`config.mk`:
```
export PLATFORM = sky130hd
export DESIGN_NAME = serial_frame_tx_flat
export DESIGN_NICKNAME = d
export VERILOG_FILES = /design/src/rtl/serial_frame_tx_if.sv /design/src/rtl/serial_frame_tx.sv /design/src/flat_wrapper.sv
export SDC_FILE = /design/constraint.sdc
export NUM_CORES = 1
export LEC_CHECK = 0
export BUFFER_PORTS_ARGS = -buffer_cell sky130_fd_sc_hd__buf_2
export CORE_MARGIN = 4
export CORE_UTILIZATION = 30
export DETAILED_ROUTE_END_ITERATION = 6
export GPL_TIMING_DRIVEN = 1
export HOLD_SLACK_MARGIN = 0.06
export PLACE_DENSITY = 0.49
export SETUP_SLACK_MARGIN = 0.2
export SLEW_MARGIN = 0
export SYNTH_ARGS = -nofsm -noshare
export SYNTH_HDL_FRONTEND = slang
export SYNTH_SLANG_ARGS = --single-unit
```
`constraint.sdc`:
```
create_clock -name clk -period 1.8 [get_ports clk]
set_input_delay 0.27 -clock clk [delete_from_list [all_inputs] [get_ports clk]]
set_output_delay 0.27 -clock clk [all_outputs]
set_load 0.02 [all_outputs]
```
`src/rtl/serial_frame_tx_if.sv`:
```
// Byte handshake bundle for serial_frame_tx: valid/ready plus data and the parity test hook.
// The master drives a byte and the transmitter (slave) answers with ready.
interface serial_frame_tx_if #(
    parameter int unsigned DATA_W = 8
);
    logic [DATA_W-1:0] tx_data;
    logic              tx_valid;
    logic              tx_ready;
    logic              bad_parity;

    modport master (
        output tx_data,
        output tx_valid,
        output bad_parity,
        input  tx_ready
    );

    modport slave (
        input  tx_data,
        input  tx_valid,
        input  bad_parity,
        output tx_ready
    );
endinterface

```
`src/rtl/serial_frame_tx.sv`:
```
// Serial frame transmitter: start bit, DATA_W data bits, odd parity, stop bit(s), optional gap.
// The line is registered and idles high; one byte is accepted per frame over a valid/ready handshake.
module serial_frame_tx #(
    parameter int unsigned DATA_W     = 8,
    parameter int unsigned MSB_FIRST  = 1,
    parameter int unsigned BIT_CYCLES = 1,
    parameter int unsigned STOP_LEN   = 1,
    parameter int unsigned IDLE_GAP   = 0
) (
    input  logic                clk,
    input  logic                reset,
    serial_frame_tx_if.slave    tx_if,
    output logic                tx_out,
    output logic                busy,
    output logic                frame_done
);

    localparam int unsigned CycW   = (BIT_CYCLES > 1) ? $clog2(BIT_CYCLES) : 1;
    localparam int unsigned MaxCnt = (DATA_W > STOP_LEN) ?
                                     ((DATA_W > IDLE_GAP) ? DATA_W : IDLE_GAP) :
                                     ((STOP_LEN > IDLE_GAP) ? STOP_LEN : IDLE_GAP);
    localparam int unsigned IdxW   = (MaxCnt > 1) ? $clog2(MaxCnt) : 1;
    localparam int unsigned GapN   = (IDLE_GAP > 0) ? IDLE_GAP - 1 : 0;

    localparam logic [CycW-1:0] CycLast  = CycW'(BIT_CYCLES - 1);
    localparam logic [IdxW-1:0] DataLast = IdxW'(DATA_W - 1);
    localparam logic [IdxW-1:0] StopLast = IdxW'(STOP_LEN - 1);
    localparam logic [IdxW-1:0] GapLast  = IdxW'(GapN);

    typedef enum logic [2:0] {
        StIdle,
        StStart,
        StData,
        StParity,
        StStop,
        StGap
    } state_e;

    state_e              r_state;
    state_e              w_state_d;
    logic [CycW-1:0]     r_cyc;
    logic [CycW-1:0]     w_cyc_d;
    logic [IdxW-1:0]     r_idx;
    logic [IdxW-1:0]     w_idx_d;
    logic [DATA_W-1:0]   r_shift;
    logic [DATA_W-1:0]   w_shift_d;
    logic                r_parity;
    logic                w_parity_d;
    logic                r_tx_out;
    logic                w_tx_out_d;

    logic                w_bit_end;
    logic                w_stop_last;
    logic                w_ready;
    logic                w_accept;
    logic                w_cur_bit;

    assign w_bit_end   = (r_cyc == CycLast);
    assign w_stop_last = (r_state == StStop) && w_bit_end && (r_idx == StopLast);

    // With no gap, the final stop cycle doubles as an accept slot for a seamless stream.
    assign w_ready  = !reset && ((r_state == StIdle) || (w_stop_last && (IDLE_GAP == 0)));
    assign w_accept = tx_if.tx_valid && w_ready;

    always_comb begin
        w_state_d  = r_state;
        w_cyc_d    = w_bit_end ? '0 : r_cyc + 1'b1;
        w_idx_d    = r_idx;
        w_shift_d  = r_shift;
        w_parity_d = r_parity;

        case (r_state)
            StIdle: begin
                w_cyc_d = '0;
                w_idx_d = '0;
                if (w_accept) begin
                    w_state_d  = StStart;
                    w_shift_d  = tx_if.tx_data;
                    w_parity_d = ~^tx_if.tx_data ^ tx_if.bad_parity;
                end
            end
            StStart: begin
                if (w_bit_end) begin
                    w_state_d = StData;
                    w_idx_d   = '0;
                end
            end
            StData: begin
                if (w_bit_end) begin
                    if (r_idx == DataLast) begin
                        w_state_d = StParity;
                        w_idx_d   = '0;
                    end else begin
                        w_idx_d   = r_idx + 1'b1;
                        w_shift_d = (MSB_FIRST != 0) ? (r_shift << 1) : (r_shift >> 1);
                    end
                end
            end
            StParity: begin
                if (w_bit_end) begin
                    w_state_d = StStop;
                    w_idx_d   = '0;
                end
            end
            StStop: begin
                if (w_bit_end) begin
                    if (r_idx == StopLast) begin
                        w_idx_d = '0;
                        if (w_accept) begin
                            w_state_d  = StStart;
                            w_shift_d  = tx_if.tx_data;
                            w_parity_d = ~^tx_if.tx_data ^ tx_if.bad_parity;
                        end else if (IDLE_GAP > 0) begin
                            w_state_d = StGap;
                        end else begin
                            w_state_d = StIdle;
                        end
                    end else begin
                        w_idx_d = r_idx + 1'b1;
                    end
                end
            end
            StGap: begin
                if (w_bit_end) begin
                    if (r_idx == GapLast) begin
                        w_state_d = StIdle;
                        w_idx_d   = '0;
                    end else begin
                        w_idx_d = r_idx + 1'b1;
                    end
                end
            end
            default: begin
                w_state_d = StIdle;
                w_cyc_d   = '0;
                w_idx_d   = '0;
            end
        endcase
    end

    // The line value is derived from next-state so the start bit appears the cycle after accept.
    assign w_cur_bit = (MSB_FIRST != 0) ? w_shift_d[DATA_W-1] : w_shift_d[0];

    always_comb begin
        w_tx_out_d = 1'b1;
        case (w_state_d)
            StStart:  w_tx_out_d = 1'b0;
            StData:   w_tx_out_d = w_cur_bit;
            StParity: w_tx_out_d = w_parity_d;
            default:  w_tx_out_d = 1'b1;
        endcase
    end

    always_ff @(posedge clk) begin
        if (reset) begin
            r_state  <= StIdle;
            r_cyc    <= '0;
            r_idx    <= '0;
            r_shift  <= '0;
            r_parity <= 1'b0;
            r_tx_out <= 1'b1;
        end else begin
            r_state  <= w_state_d;
            r_cyc    <= w_cyc_d;
            r_idx    <= w_idx_d;
            r_shift  <= w_shift_d;
            r_parity <= w_parity_d;
            r_tx_out <= w_tx_out_d;
        end
    end

    assign tx_if.tx_ready = w_ready;
    assign tx_out         = r_tx_out;
    assign busy           = !reset && (r_state != StIdle);
    assign frame_done     = !reset && w_stop_last;

endmodule

```
`src/flat_wrapper.sv`:
```
// flat-port wrapper written by rule: the top's interface ports become plain ports
module serial_frame_tx_flat 
#(
    parameter int unsigned DATA_W     = 8,
    parameter int unsigned MSB_FIRST  = 1,
    parameter int unsigned BIT_CYCLES = 1,
    parameter int unsigned STOP_LEN   = 1,
    parameter int unsigned IDLE_GAP   = 0
)
  (clk, reset, tx_out, busy, frame_done, tx_if_tx_data, tx_if_tx_valid, tx_if_bad_parity, tx_if_tx_ready);
  serial_frame_tx_if #(.DATA_W(DATA_W)) tx_if_i ();
  input  logic clk;
  input  logic reset;
  output logic tx_out;
  output logic busy;
  output logic frame_done;
  input wire logic [$bits(tx_if_i.tx_data)-1:0] tx_if_tx_data;
  input wire logic [$bits(tx_if_i.tx_valid)-1:0] tx_if_tx_valid;
  input wire logic [$bits(tx_if_i.bad_parity)-1:0] tx_if_bad_parity;
  output wire logic [$bits(tx_if_i.tx_ready)-1:0] tx_if_tx_ready;
  assign tx_if_i.tx_data = tx_if_tx_data;
  assign tx_if_i.tx_valid = tx_if_tx_valid;
  assign tx_if_i.bad_parity = tx_if_bad_parity;
  assign tx_if_tx_ready = tx_if_i.tx_ready;
  serial_frame_tx #(.DATA_W(DATA_W), .MSB_FIRST(MSB_FIRST), .BIT_CYCLES(BIT_CYCLES), .STOP_LEN(STOP_LEN), .IDLE_GAP(IDLE_GAP)) u_core (.clk(clk), .reset(reset), .tx_if(tx_if_i), .tx_out(tx_out), .busy(busy), .frame_done(frame_done));
endmodule
```
==> impl_metrics.csv <==
group,metric,value,unit
outcome,outcome,"complete, but fails checks",
outcome,violations,"setup timing",
grt,grt_first_pass_wirelength,3.53,mm
clocking,root_buffer,"clkbuf_4",
worst_setup_path,crit_required,1990,ps
timing,final.min_clock_period,1870,ps
synthesis,synth_seq_cells,17,
drt,drtAntennaViolNets,0,
clocking,htree_levels,1,
final_layout,antenna_cells,0,
timing,setup_viol,10,
clocking,tritoncts,"built",
clocking,cts-buffers-inserted,3,
power_and_ir_drop,pwr-share-comb,28.0,%
grt,grt_usage,10.9,%
floorplan,ios,16,
placement,dpl.hpwl,1.62,mm
drt,firstDrtPassIters,4,
timing,finalHoldViolations,0,
worst_setup_path,r2r_start,"u_core.r_idx[0]$_SDFFE_PP0P_",
power_and_ir_drop,seq_power_share,47.9,%
power_and_ir_drop,total_power,0.000856,W
hold_path,holdPathStages,3,
synthesis,async_reset_ff_share,0,%
hold_path,hold_end,"u_core.r_shift[0]$_SDFFE_PP0P_",
synthesis,synthesis.area,956,um2
synthesis,yosysTopAreaCell,"dfxtp_1",
synthesis,yosysSeqAreaShare,35.6,%
worst_setup_path,ff2ff_setup_slack,-70,ps
drt,wl,2.15,mm
power_and_ir_drop,switching_share,30.8,%
drt,drt_iter0_drc,23,
drt,drc,0,
final_layout,areaGrowthSynthToFinish,36.9,%
power_and_ir_drop,p_switching,0.000264,W
hold_path,hold_path.class,"in -> reg",
final_layout,fillerInstances,331,
worst_setup_path,startpoint_type,"flop",
timing,worst_slack,-74.5,ps
synthesis,ys_types,35,
hold_path,hp-start,"tx_if_tx_data[0]",
power_and_ir_drop,p_int,0.000592,W
final_layout,seqCellArea,343,um2
flow_run,drv_cap,0,
final_layout,postLayoutCoreUtil,42.9,%
drt,dr_total_vias,881,
synthesis,synth_fp_nets,128,
worst_setup_path,arrival,2060,ps
clocking,clockBufferDepth,2,
clocking,cts_sinks,17,
floorplan,die_w,64.5,um
timing,rsz0062_at_grt,"true",
timing,final.setup_skew,12.1,ps
synthesis,ys_warn_count,0,
synthesis,synth_edf_count,0,
final_layout,multi_input_area,653,um2
power_and_ir_drop,powerDensity,654,nW/um2
synthesis,synth_cells,113,
floorplan,rows,20,
grt,grt_start_max_net_pins,19,
synthesis,synth_area_leaders,"dfxtp_1 36%, a21oi_1 6.8%, xnor2_1 5.5%, a22oi_1 4.7%, nand2_1 4.7%",
floorplan,core_area,3050,um2
worst_setup_path,end_kind,"flop",
floorplan,die-area,4150,um2
grt,grt-ovfl-total,0,
placement,gp_congestion,0.821,
synthesis,synth_top_area_share,35.6,%
placement,io_buffers,15,
clocking,clk_pin_slew_worst_paths,110,ps
grt,grt_pass1_vias,793,
worst_setup_path,crit_path_max_fanout,3,
clocking,insertion_delay,290,ps
worst_setup_path,r2r-end,"u_core.tx_out$_SDFF_PP1_",
worst_setup_path,path_class,"reg -> reg",
synthesis,syn_area_per_cell,8.46,um2
power_and_ir_drop,p_clk_share,24.1,%
timing,slew_viol_final,0,
power_and_ir_drop,ir_worst_vdd,0.299,mV
final_layout,drive_above_1_share,39.7,%
worst_setup_path,r2r_cells,7,
synthesis,synthFlopType,"dfxtp_1",
grt,antenna_found_initial,0,
drt,viasPerCell,4.76,
timing,fmax,533,MHz
floorplan,dieHeight,64.5,um
clocking,ctsHoldBuffers,0,
final_layout,nets,157,
power_and_ir_drop,p_leak,0.508,nW
timing,timing.final.crit_share,104,%
drt,wl_per_cell,11.6,um
floorplan,start_util,31.3,%
-- layout make-up --
class / count / share of cell area (%)
timing repair buffer: 31 / 16.4
multi-input combinational: 85 / 49.9
tap: 44 / 4.21
sequential: 17 / 26.2
clock buffer: 3 / 1.72
inverter: 4 / 1.15
clock inverter: 1 / 0.382
-- through the flow --
step                hold slack (ps)  cell area, um2  TNS, ps  worst slack (ps)  instances
floorplan                       409             980    -47.6             -25.4        113
global route                    260            1310    -1710              -173        185
CTS                             225            1250     -883              -134        184
finish                          235            1310     -497             -74.5        185
detailed placement              451            1160     -919              -153        178
global placement                450            1160     -632              -125        178
-- registers in the layout (all words and copies together) (netlist names) --
signal,flops
u_core.r_parity,1
u_core.tx_out,1
u_core.r_state,3
u_core.r_shift,8
u_core.r_idx,3
u_core.r_cyc,1
-- per-layer routing --
metal | global-route usage, % | wire length, um | share of wire, % | vias up
li1 | - | - | - | 454
met1 | 14.2 | 1090 | 51 | 413
met2 | 16.9 | 947 | 44 | 12
met3 | 3.12 | 96 | 4.5 | 2
met4 | 4.75 | 20 | 0.93 | 0
met5 | 0 | 0 | 0 | -
-- cells by family after synthesis --
group                    count (synthesis)  synth area share, %
adder cells (fa/ha/maj)                  3                 3.93
XOR/XNOR                                 9                 8.25
AO/OA/AOI/OAI                           31                 23.0
flip-flops                              17                 35.6
multiplexers                             1                 1.05
AND/OR/NAND/NOR                         40                 20.8
other                                    1                0.392
buffers and inverters                   11                 6.94
-- power by group through the flow --
stage | Sequential (W) | Combinational [W] | Clock [W]
finish | 0.000410 | 0.000240 | 0.000206
global route | 0.000412 | 0.000266 | 0.000237
CTS | 0.000409 | 0.000228 | 0.000217
detailed placement | 0.000417 | 0.000214 | 0
global placement | 0.000417 | 0.000211 | 0
floorplan | 0.000424 | 0.000144 | 0
-- synth_stat cells (2+ instances only) --
library cell / instances
ha_1: 3
inv_1: 4
buf_6: 3
a21oi_1: 13
xnor2_1: 6
or3_1: 2
nand3_1: 5
xor2_1: 3
nand2_1: 12
buf_2: 2
nor2_1: 11
o21ai_0: 3
nor3_1: 2
a22oi_1: 6
clkbuf_1: 2
dfxtp_1: 17
-- cells in the final DEF (no fill, tap or decap), drive strengths merged, types with 2 or more instances in the layout --
cell / n
dfxtp: 17
xnor2: 6
xor2: 3
clkbuf: 3
a22oi: 6
nand3: 5
a21oi: 14
or3: 2
buf: 31
nand2: 12
nor3: 2
o21ai: 3
a211oi: 2
inv: 4
ha: 3
nor2: 12
-- worst max-delay path, cell delays in order (launching register included) --
cell and delay (ps):
dfxtp_2 350, ha_2 200, ha_4 160, or4b_4 540, o21ai_4 190, o2bb2ai_4 80
o211ai_1 150, nand4bb_1 100
-- worst max path at each step --
stage / startpoint / slack [ps] / endpoint / cells past startpoint
floorplan: u_core.r_idx[1]$_SDFFE_PP0P_ / -30 / u_core.tx_out$_SDFF_PP1_ / 8
global placement: u_core.r_idx[0]$_SDFFE_PP0P_ / -130 / u_core.tx_out$_SDFF_PP1_ / 7
detailed placement: u_core.r_idx[1]$_SDFFE_PP0P_ / -150 / u_core.tx_out$_SDFF_PP1_ / 7
CTS: u_core.r_idx[1]$_SDFFE_PP0P_ / -130 / u_core.tx_out$_SDFF_PP1_ / 8
global route: u_core.r_idx[1]$_SDFFE_PP0P_ / -170 / u_core.r_shift[6]$_SDFFE_PP0P_ / 8
finish: u_core.r_idx[0]$_SDFFE_PP0P_ / -70 / u_core.tx_out$_SDFF_PP1_ / 7
-- timing repair --
item | 4_1_cts | 5_1_grt
setup buffers | 2 | 1
pin swaps | 7 | 4
resized for setup | 12 | 9
endpoints found under the setup margin | 15 | 16
No activity file was read; power rests on OpenSTA's default activity.
